--- config.mk ---
export PLATFORM = sky130hd
export DESIGN_NAME = imem_encoder_flat
export DESIGN_NICKNAME = d
export VERILOG_FILES = /design/src/rtl/imem_encoder_if.sv /design/src/rtl/imem_encoder.sv /design/src/flat_wrapper.sv
export SDC_FILE = /design/constraint.sdc
export NUM_CORES = 1
export LEC_CHECK = 0
export CAP_MARGIN = 20
export CORE_ASPECT_RATIO = 0.9
export CORE_MARGIN = 4
export CORE_UTILIZATION = 39
export DETAILED_ROUTE_END_ITERATION = 8
export GPL_TIMING_DRIVEN = 0
export PLACE_DENSITY_LB_ADDON = 0.25
export SLEW_MARGIN = 20
export SYNTH_ARGS = -nofsm -noshare
export SYNTH_HDL_FRONTEND = slang
export SYNTH_SLANG_ARGS = --single-unit
--- constraint.sdc ---
create_clock -name clk -period 4.65 [get_ports clk]
set_input_delay 1.395 -clock clk [delete_from_list [all_inputs] [get_ports clk]]
set_output_delay 1.395 -clock clk [all_outputs]
set_load 0.05 [all_outputs]
--- src/rtl/imem_encoder_if.sv ---
// Bus bundle for the instruction encoder/loader.
// slave  : encoder side (takes instruction fields and pointer loads, drives byte writes and status)
// master : producer/consumer side (drives instruction fields and pointer loads, observes writes)
// Signals: load_en/load_addr (write pointer load), in_valid/in_ready + in_icode/in_ifun/in_rA/in_rB/in_valC
//          (instruction handshake), mem_we/mem_addr/mem_wdata (byte write port), wr_ptr, done, enc_err.
interface imem_encoder_if #(
   parameter int unsigned N  = 64,
   parameter int unsigned AW = 10
);
   logic          load_en;
   logic [N-1:0]  load_addr;
   logic          in_valid;
   logic          in_ready;
   logic [3:0]    in_icode;
   logic [3:0]    in_ifun;
   logic [3:0]    in_rA;
   logic [3:0]    in_rB;
   logic [N-1:0]  in_valC;
   logic          mem_we;
   logic [AW-1:0] mem_addr;
   logic [7:0]    mem_wdata;
   logic [N-1:0]  wr_ptr;
   logic          done;
   logic          enc_err;

   modport slave (
      input  load_en, load_addr, in_valid, in_icode, in_ifun, in_rA, in_rB, in_valC,
      output in_ready, mem_we, mem_addr, mem_wdata, wr_ptr, done, enc_err
   );

   modport master (
      output load_en, load_addr, in_valid, in_icode, in_ifun, in_rA, in_rB, in_valC,
      input  in_ready, mem_we, mem_addr, mem_wdata, wr_ptr, done, enc_err
   );
endinterface

--- src/rtl/imem_encoder.sv ---
// Y86-64 instruction encoder/loader: serializes one decoded instruction into 1..10 bytes and
// writes them one per cycle into a 1024-byte instruction memory, in the layout fetch decodes.
// Ports:
//   clk     - clock, rising edge
//   rst_n   - asynchronous active-low reset
//   io_enc  - imem_encoder_if.slave: instruction handshake, pointer load, byte write port, status
module imem_encoder (
   input  logic           clk,
   input  logic           rst_n,
   imem_encoder_if.slave  io_enc
);
   localparam int unsigned N         = 64;
   localparam int unsigned AW        = 10;
   localparam int unsigned MEM_BYTES = 1024;
   localparam int unsigned LW        = 4;

   typedef enum logic {
      IDLE = 1'b0,
      EMIT = 1'b1
   } state_t;

   state_t        r_state,     w_state_nxt;
   logic [N-1:0]  r_wr_ptr,    w_wr_ptr_nxt;
   logic [N-1:0]  r_base,      w_base_nxt;
   logic [LW-1:0] r_len,       w_len_nxt;
   logic [LW-1:0] r_idx,       w_idx_nxt;
   logic [3:0]    r_icode,     w_icode_nxt;
   logic [3:0]    r_ifun,      w_ifun_nxt;
   logic [3:0]    r_ra,        w_ra_nxt;
   logic [3:0]    r_rb,        w_rb_nxt;
   logic [N-1:0]  r_valc,      w_valc_nxt;
   logic          r_mem_we,    w_mem_we_nxt;
   logic [AW-1:0] r_mem_addr,  w_mem_addr_nxt;
   logic [7:0]    r_mem_wdata, w_mem_wdata_nxt;
   logic          r_done,      w_done_nxt;
   logic          r_enc_err,   w_enc_err_nxt;

   logic [LW-1:0] w_in_len;
   logic [N:0]    w_in_end;
   logic [LW-1:0] w_idx_inc;
   logic          w_accept;

   // Encoded length per icode; 0 marks an invalid icode.
   function automatic logic [LW-1:0] f_len(input logic [3:0] icode);
      logic [LW-1:0] len;
      case (icode)
         4'h0, 4'h1, 4'h9:             len = LW'(1);
         4'h2, 4'h6, 4'hA, 4'hB:       len = LW'(2);
         4'h7, 4'h8:                   len = LW'(9);
         4'h3, 4'h4, 4'h5:             len = LW'(10);
         default:                      len = LW'(0);
      endcase
      return len;
   endfunction

   // Byte idx of the encoded instruction; valC is stored most significant byte first.
   function automatic logic [7:0] f_byte(input logic [3:0]    icode,
                                         input logic [3:0]    ifun,
                                         input logic [3:0]    ra,
                                         input logic [3:0]    rb,
                                         input logic [N-1:0]  valc,
                                         input logic [LW-1:0] idx);
      logic [7:0] b;
      logic [2:0] k;
      k = 3'd0;
      if (idx == LW'(0)) begin
         b = {icode, ifun};
      end else begin
         case (icode)
            4'h3, 4'h4, 4'h5: begin
               if (idx == LW'(1)) begin
                  b = {ra, rb};
               end else begin
                  k = 3'(idx - LW'(2));
                  b = valc[{3'(3'd7 - k), 3'b000} +: 8];
               end
            end
            4'h7, 4'h8: begin
               k = 3'(idx - LW'(1));
               b = valc[{3'(3'd7 - k), 3'b000} +: 8];
            end
            default: b = {ra, rb};
         endcase
      end
      return b;
   endfunction

   assign io_enc.in_ready  = (r_state == IDLE) && !io_enc.load_en && rst_n;
   assign io_enc.mem_we    = r_mem_we;
   assign io_enc.mem_addr  = r_mem_addr;
   assign io_enc.mem_wdata = r_mem_wdata;
   assign io_enc.wr_ptr    = r_wr_ptr;
   assign io_enc.done      = r_done;
   assign io_enc.enc_err   = r_enc_err;

   // Range check is done one bit wider than the pointer so a huge base cannot wrap into range.
   assign w_accept  = io_enc.in_valid && io_enc.in_ready;
   assign w_in_len  = f_len(io_enc.in_icode);
   assign w_in_end  = {1'b0, r_wr_ptr} + (N+1)'(w_in_len);
   assign w_idx_inc = r_idx + LW'(1);

   // State and datapath registers.
   always_ff @(posedge clk or negedge rst_n) begin
      if (!rst_n) begin
         r_state     <= IDLE;
         r_wr_ptr    <= '0;
         r_base      <= '0;
         r_len       <= '0;
         r_idx       <= '0;
         r_icode     <= '0;
         r_ifun      <= '0;
         r_ra        <= '0;
         r_rb        <= '0;
         r_valc      <= '0;
         r_mem_we    <= 1'b0;
         r_mem_addr  <= '0;
         r_mem_wdata <= '0;
         r_done      <= 1'b0;
         r_enc_err   <= 1'b0;
      end else begin
         r_state     <= w_state_nxt;
         r_wr_ptr    <= w_wr_ptr_nxt;
         r_base      <= w_base_nxt;
         r_len       <= w_len_nxt;
         r_idx       <= w_idx_nxt;
         r_icode     <= w_icode_nxt;
         r_ifun      <= w_ifun_nxt;
         r_ra        <= w_ra_nxt;
         r_rb        <= w_rb_nxt;
         r_valc      <= w_valc_nxt;
         r_mem_we    <= w_mem_we_nxt;
         r_mem_addr  <= w_mem_addr_nxt;
         r_mem_wdata <= w_mem_wdata_nxt;
         r_done      <= w_done_nxt;
         r_enc_err   <= w_enc_err_nxt;
      end
   end

   // Next state and registered outputs. The first byte is driven at the accept edge so it is
   // visible the cycle after accept; each EMIT cycle then presents the following byte.
   always_comb begin
      w_state_nxt     = r_state;
      w_wr_ptr_nxt    = r_wr_ptr;
      w_base_nxt      = r_base;
      w_len_nxt       = r_len;
      w_idx_nxt       = r_idx;
      w_icode_nxt     = r_icode;
      w_ifun_nxt      = r_ifun;
      w_ra_nxt        = r_ra;
      w_rb_nxt        = r_rb;
      w_valc_nxt      = r_valc;
      w_mem_we_nxt    = 1'b0;
      w_mem_addr_nxt  = r_mem_addr;
      w_mem_wdata_nxt = r_mem_wdata;
      w_done_nxt      = 1'b0;
      w_enc_err_nxt   = 1'b0;

      case (r_state)
         IDLE: begin
            if (io_enc.load_en) begin
               w_wr_ptr_nxt = io_enc.load_addr;
            end else if (w_accept) begin
               if ((w_in_len == LW'(0)) || (w_in_end > (N+1)'(MEM_BYTES))) begin
                  w_enc_err_nxt = 1'b1;
               end else begin
                  w_state_nxt     = EMIT;
                  w_base_nxt      = r_wr_ptr;
                  w_len_nxt       = w_in_len;
                  w_idx_nxt       = '0;
                  w_icode_nxt     = io_enc.in_icode;
                  w_ifun_nxt      = io_enc.in_ifun;
                  w_ra_nxt        = io_enc.in_rA;
                  w_rb_nxt        = io_enc.in_rB;
                  w_valc_nxt      = io_enc.in_valC;
                  w_mem_we_nxt    = 1'b1;
                  w_mem_addr_nxt  = AW'(r_wr_ptr);
                  w_mem_wdata_nxt = {io_enc.in_icode, io_enc.in_ifun};
                  w_done_nxt      = (w_in_len == LW'(1));
               end
            end
         end
         EMIT: begin
            if (r_idx == (r_len - LW'(1))) begin
               w_state_nxt  = IDLE;
               w_wr_ptr_nxt = r_base + N'(r_len);
            end else begin
               w_idx_nxt       = w_idx_inc;
               w_mem_we_nxt    = 1'b1;
               w_mem_addr_nxt  = AW'(r_base + N'(w_idx_inc));
               w_mem_wdata_nxt = f_byte(r_icode, r_ifun, r_ra, r_rb, r_valc, w_idx_inc);
               w_done_nxt      = (w_idx_inc == (r_len - LW'(1)));
            end
         end
         default: w_state_nxt = IDLE;
      endcase
   end
endmodule

--- src/flat_wrapper.sv ---
// flat-port wrapper written by rule: the top's interface ports become plain ports
module imem_encoder_flat 
  (clk, rst_n, io_enc_load_en, io_enc_load_addr, io_enc_in_valid, io_enc_in_icode, io_enc_in_ifun, io_enc_in_rA, io_enc_in_rB, io_enc_in_valC, io_enc_in_ready, io_enc_mem_we, io_enc_mem_addr, io_enc_mem_wdata, io_enc_wr_ptr, io_enc_done, io_enc_enc_err);
  imem_encoder_if io_enc_i ();
  input  logic clk;
  input  logic rst_n;
  input wire logic [$bits(io_enc_i.load_en)-1:0] io_enc_load_en;
  input wire logic [$bits(io_enc_i.load_addr)-1:0] io_enc_load_addr;
  input wire logic [$bits(io_enc_i.in_valid)-1:0] io_enc_in_valid;
  input wire logic [$bits(io_enc_i.in_icode)-1:0] io_enc_in_icode;
  input wire logic [$bits(io_enc_i.in_ifun)-1:0] io_enc_in_ifun;
  input wire logic [$bits(io_enc_i.in_rA)-1:0] io_enc_in_rA;
  input wire logic [$bits(io_enc_i.in_rB)-1:0] io_enc_in_rB;
  input wire logic [$bits(io_enc_i.in_valC)-1:0] io_enc_in_valC;
  output wire logic [$bits(io_enc_i.in_ready)-1:0] io_enc_in_ready;
  output wire logic [$bits(io_enc_i.mem_we)-1:0] io_enc_mem_we;
  output wire logic [$bits(io_enc_i.mem_addr)-1:0] io_enc_mem_addr;
  output wire logic [$bits(io_enc_i.mem_wdata)-1:0] io_enc_mem_wdata;
  output wire logic [$bits(io_enc_i.wr_ptr)-1:0] io_enc_wr_ptr;
  output wire logic [$bits(io_enc_i.done)-1:0] io_enc_done;
  output wire logic [$bits(io_enc_i.enc_err)-1:0] io_enc_enc_err;
  assign io_enc_i.load_en = io_enc_load_en;
  assign io_enc_i.load_addr = io_enc_load_addr;
  assign io_enc_i.in_valid = io_enc_in_valid;
  assign io_enc_i.in_icode = io_enc_in_icode;
  assign io_enc_i.in_ifun = io_enc_in_ifun;
  assign io_enc_i.in_rA = io_enc_in_rA;
  assign io_enc_i.in_rB = io_enc_in_rB;
  assign io_enc_i.in_valC = io_enc_in_valC;
  assign io_enc_in_ready = io_enc_i.in_ready;
  assign io_enc_mem_we = io_enc_i.mem_we;
  assign io_enc_mem_addr = io_enc_i.mem_addr;
  assign io_enc_mem_wdata = io_enc_i.mem_wdata;
  assign io_enc_wr_ptr = io_enc_i.wr_ptr;
  assign io_enc_done = io_enc_i.done;
  assign io_enc_enc_err = io_enc_i.enc_err;
  imem_encoder u_core (.clk(clk), .rst_n(rst_n), .io_enc(io_enc_i));
endmodule
==> results.md <==
* Post-synthesis sequential area ratio at 43.0%
* Clock sink count at 236
* Cell mode on critical path: buf_6
* Final period utilization at 111%
* Slowest stage cell, crit path: a211oi_4
* Pwr/cell area at 268 nW/um2
* Net count, final at roughly 1900
* CTS Root Cell: clkbuf_16
* # rows at 64
* Routed WL per cell at 22.9 um
* Antenna diodes at 0
* Chip height at approximately 190 um
* Die width at 206 um
* Drt pass-1 iters at 5
* Initial antenna violation count at 0
* Worst Tran Pin Value at between 1000 and 1500 ps
* Outcome: finished, violations left
* Failing checks: negative setup slack
* Critical path required time at 5090 ps
* Library cells used by synthesis at 71
* Antenna Nets Post-Route at 0
* Die ar. at 38300 um2
* CTS tree: built
* EDFF count, synth at 0
* RSZ-0062 raised after global routing: yes
* R2R depth at 14
* RR Endpoint: u_core.io_enc.mem_wdata[5]
* FILL cells at 2986
* Clk slew on worst S/H paths at around 60 ps
* Routability Congestion at around 0.92
* CP cell instances: buf_12 -> mux2_4 -> a21oi_2 -> ha_2 -> inv_2 -> fa_2 -> nand3b_1 -> a211oi_4 -> buf_6 -> nand4_1 -> buf_4 -> a311oi_2 -> o22ai_2 -> nor4_2 -> nand4_1 -> buf_6 -> nor2_4 -> buf_6 -> buf_12 -> clkbuf_16 -> mux2_4
* Leakage at 7.96 nW
* Fraction of registers with async set/reset at 100%
* HP Class: register to register
* Hold Fails Final Rpt at 0
* Core area at approximately 34000 um2
* Number of synthesized register bits at 236
* Critical path class: input pin to register
* DRT Wirelength at 49700 um
* Final Slew Violations at 0
* Critical Path Source: io_enc_in_icode[2]
* Mapped cell area at approximately 14000 um2
* Synth warnings at 0
* Peak Freq at 0.194 GHz
* Final core utilization at between 50% and 60%
* Initial Util at 39.9%
* CTS max path bufs at 3
* Avg Cell Area, Syn at roughly 10 um2
* Later-pin clock latency in the skew report at 560 ps
* Fin worst setup slack at -496 ps
* Reg2reg start: u_core.r_idx[0]
* Number of global-route vias before repair at 12235
* Input/output buffers at 232
* Reg-to-reg slack, setup at -150 ps
* Clock Skew at about 19 ps
* Ys flop type: dfrtp_1
* CTS H-tree depth at 1
* CP Max Fanout at 8
* Max-Slew Margin vs Limit at between 30% and 40%
* Vias at 12371
* Via-to-Cell Ratio at between 5 and 6
* Post-DP HPWL at 35500 um
* Share of cells above drive strength 1 at 18.3%
* Commonest non-fill, non-tap cells in the layout: 236 x dfrtp_1, 227 x clkdlybuf4s50_1, 136 x nand2_1, 108 x mux2_4, 106 x o21ai_0
* First-pass GRT wire length at approximately 74000 um
* Crit path launch type: input pin
* Setup crit end: u_core.r_valc[13]
* Data arrival, critical path at 5590 ps
* Drt first-iter violations at 957
* FF+latch area at 5910 um2
* Final setup viols at between 150 and 200
* CP Capture Type: register
* DRC Markers at 0
* Total global routing overflow at 0
* Number of buffers created by CTS at 27
* Synth-to-Final Area Change at 39.0%
* Io pins at 234
* Commonest non-fill, non-tap cell in the layout: dfrtp_1
* Syn Nets at about 1500
* Largest net degree at the start of global routing at 84
* Slowest stage delay, CP at 400 ps
* Fin crit period at roughly 5100 ps
* Total of max-cap violations at 0
* Gate Count Post-Synth at 1372
* Multi-input gate area at 7910 um2
* VDD IR max at ~0.24 mV
* Pre-CTS setup slack at -2340 ps
* Gr usage total at between 20 and 25%
[worst max-delay path, delay by kind of cell]
family,cells,cell delay (ps)
buf+inv,8,1150
simple gates,5,980
compound gates,4,890
mux,2,600
fa+ha+maj,2,540
[where the power goes]
part / leakage, nW / switching, mW / internal, mW
combinational: 4.38 / 0.442 / 0.307
clock: 0.442 / 0.896 / 1.26
sequential: 3.14 / 0.105 / 2.10
total: 7.96 / 1.44 / 3.68
[cell usage after synthesis (5+ instances only)]
library cell	n	area, um2
dfrtp_1	236	5910
nand2_1	136	510
o21ai_0	107	536
nor2_1	80	300
mux2_2	70	788
a21oi_1	58	290
nor2b_1	56	350
nand3_1	52	260
xor2_1	51	447
clkbuf_1	50	188
mux2_1	50	563
nand4_1	37	231
xnor2_1	37	324
and3_1	29	181
inv_1	28	105
mux4_2	28	631
mux2i_1	26	260
nor3_1	21	105
nor4_1	19	119
a21o_1	17	128
ha_1	13	163
o22ai_1	13	81.3
o211ai_1	11	82.6
a31oi_1	10	62.6
and2_1	10	62.6
and4_1	9	78.8
a221oi_1	7	61.3
buf_1	7	26.3
buf_4	7	52.6
or3_1	7	43.8
buf_6	6	67.6
a311oi_1	5	43.8
[sequential cells by signal, indices dropped and copies added (netlist names)]
name,count
u_core.io_enc.done,1
u_core.io_enc.enc_err,1
u_core.io_enc.mem_addr,10
u_core.io_enc.mem_wdata,8
u_core.io_enc.mem_we,1
u_core.io_enc.wr_ptr,64
u_core.r_base,64
u_core.r_icode,4
u_core.r_idx,4
u_core.r_ifun,4
u_core.r_len,3
u_core.r_ra,4
u_core.r_rb,4
u_core.r_valc,64
[cells by family after synthesis]
kind of cell	share of synthesized area, %
buffers and inverters	3.41
XOR/XNOR	5.62
flip-flops	43.0
AND/OR/NAND/NOR	18.0
multiplexers	16.3
adder cells (fa/ha/maj)	1.62
AO/OA/AOI/OAI	12.0
[repair_timing]
action	in CTS	in global routing
resized for setup	159	64
hold buffers	0	0
setup buffers	31	9
gates cloned	7	10
setup endpoints to repair	173	172
pin swaps	10	10
[per-stage QoR]
| stage | TNS [ps] | hold slack (ps) | std cells | area [um2] | power (mW) |
|---|---|---|---|---|---|
| after floorplan | -65570 | 470 | 1372 | 13800 | 2.57 |
| after global placement | -3301600 | 487 | 2066 | 16700 | 2.96 |
| after detailed placement | -367530 | 497 | 2069 | 16800 | 2.97 |
| after CTS | -80070 | 509 | 2154 | 18600 | 5.14 |
| after global routing | -88850 | 525 | 2169 | 19100 | 5.29 |
| final | -65150 | 516 | 2169 | 19100 | 5.12 |
[metal layers]
layer	up-vias	share of wire (%)	GRT usage [%]
li1	5609	-	-
met1	6096	44	35.6
met3	94	9.3	5.19
met5	-	0	0
met4	0	3.3	7.42
met2	572	44	38.2
[area by class of cell]
class | instances | area share [%]
multi-input cells | 1032 | 41.5
flip-flops and latches | 236 | 31.0
repair buffers | 288 | 16.4
clock buffers | 41 | 4.29
well taps | 462 | 3.03
plain buffers | 72 | 2.87
inverters | 29 | 0.571
clock inverters | 9 | 0.413
[worst min-delay path by stage]
stage	start	end	slack, ps	cells after the start
after floorplan	u_core.r_valc[40]	u_core.r_valc[40]	470	1
after global placement	u_core.r_valc[43]	u_core.r_valc[43]	490	1
after detailed placement	u_core.r_valc[34]	u_core.r_valc[34]	500	1
after CTS	u_core.r_valc[43]	u_core.r_valc[43]	510	1
after global routing	u_core.io_enc.mem_addr[0]	u_core.io_enc.mem_addr[0]	520	1
final	u_core.io_enc.mem_addr[0]	u_core.io_enc.mem_addr[0]	520	1
Note: power is estimated with default switching activity, not from simulation.
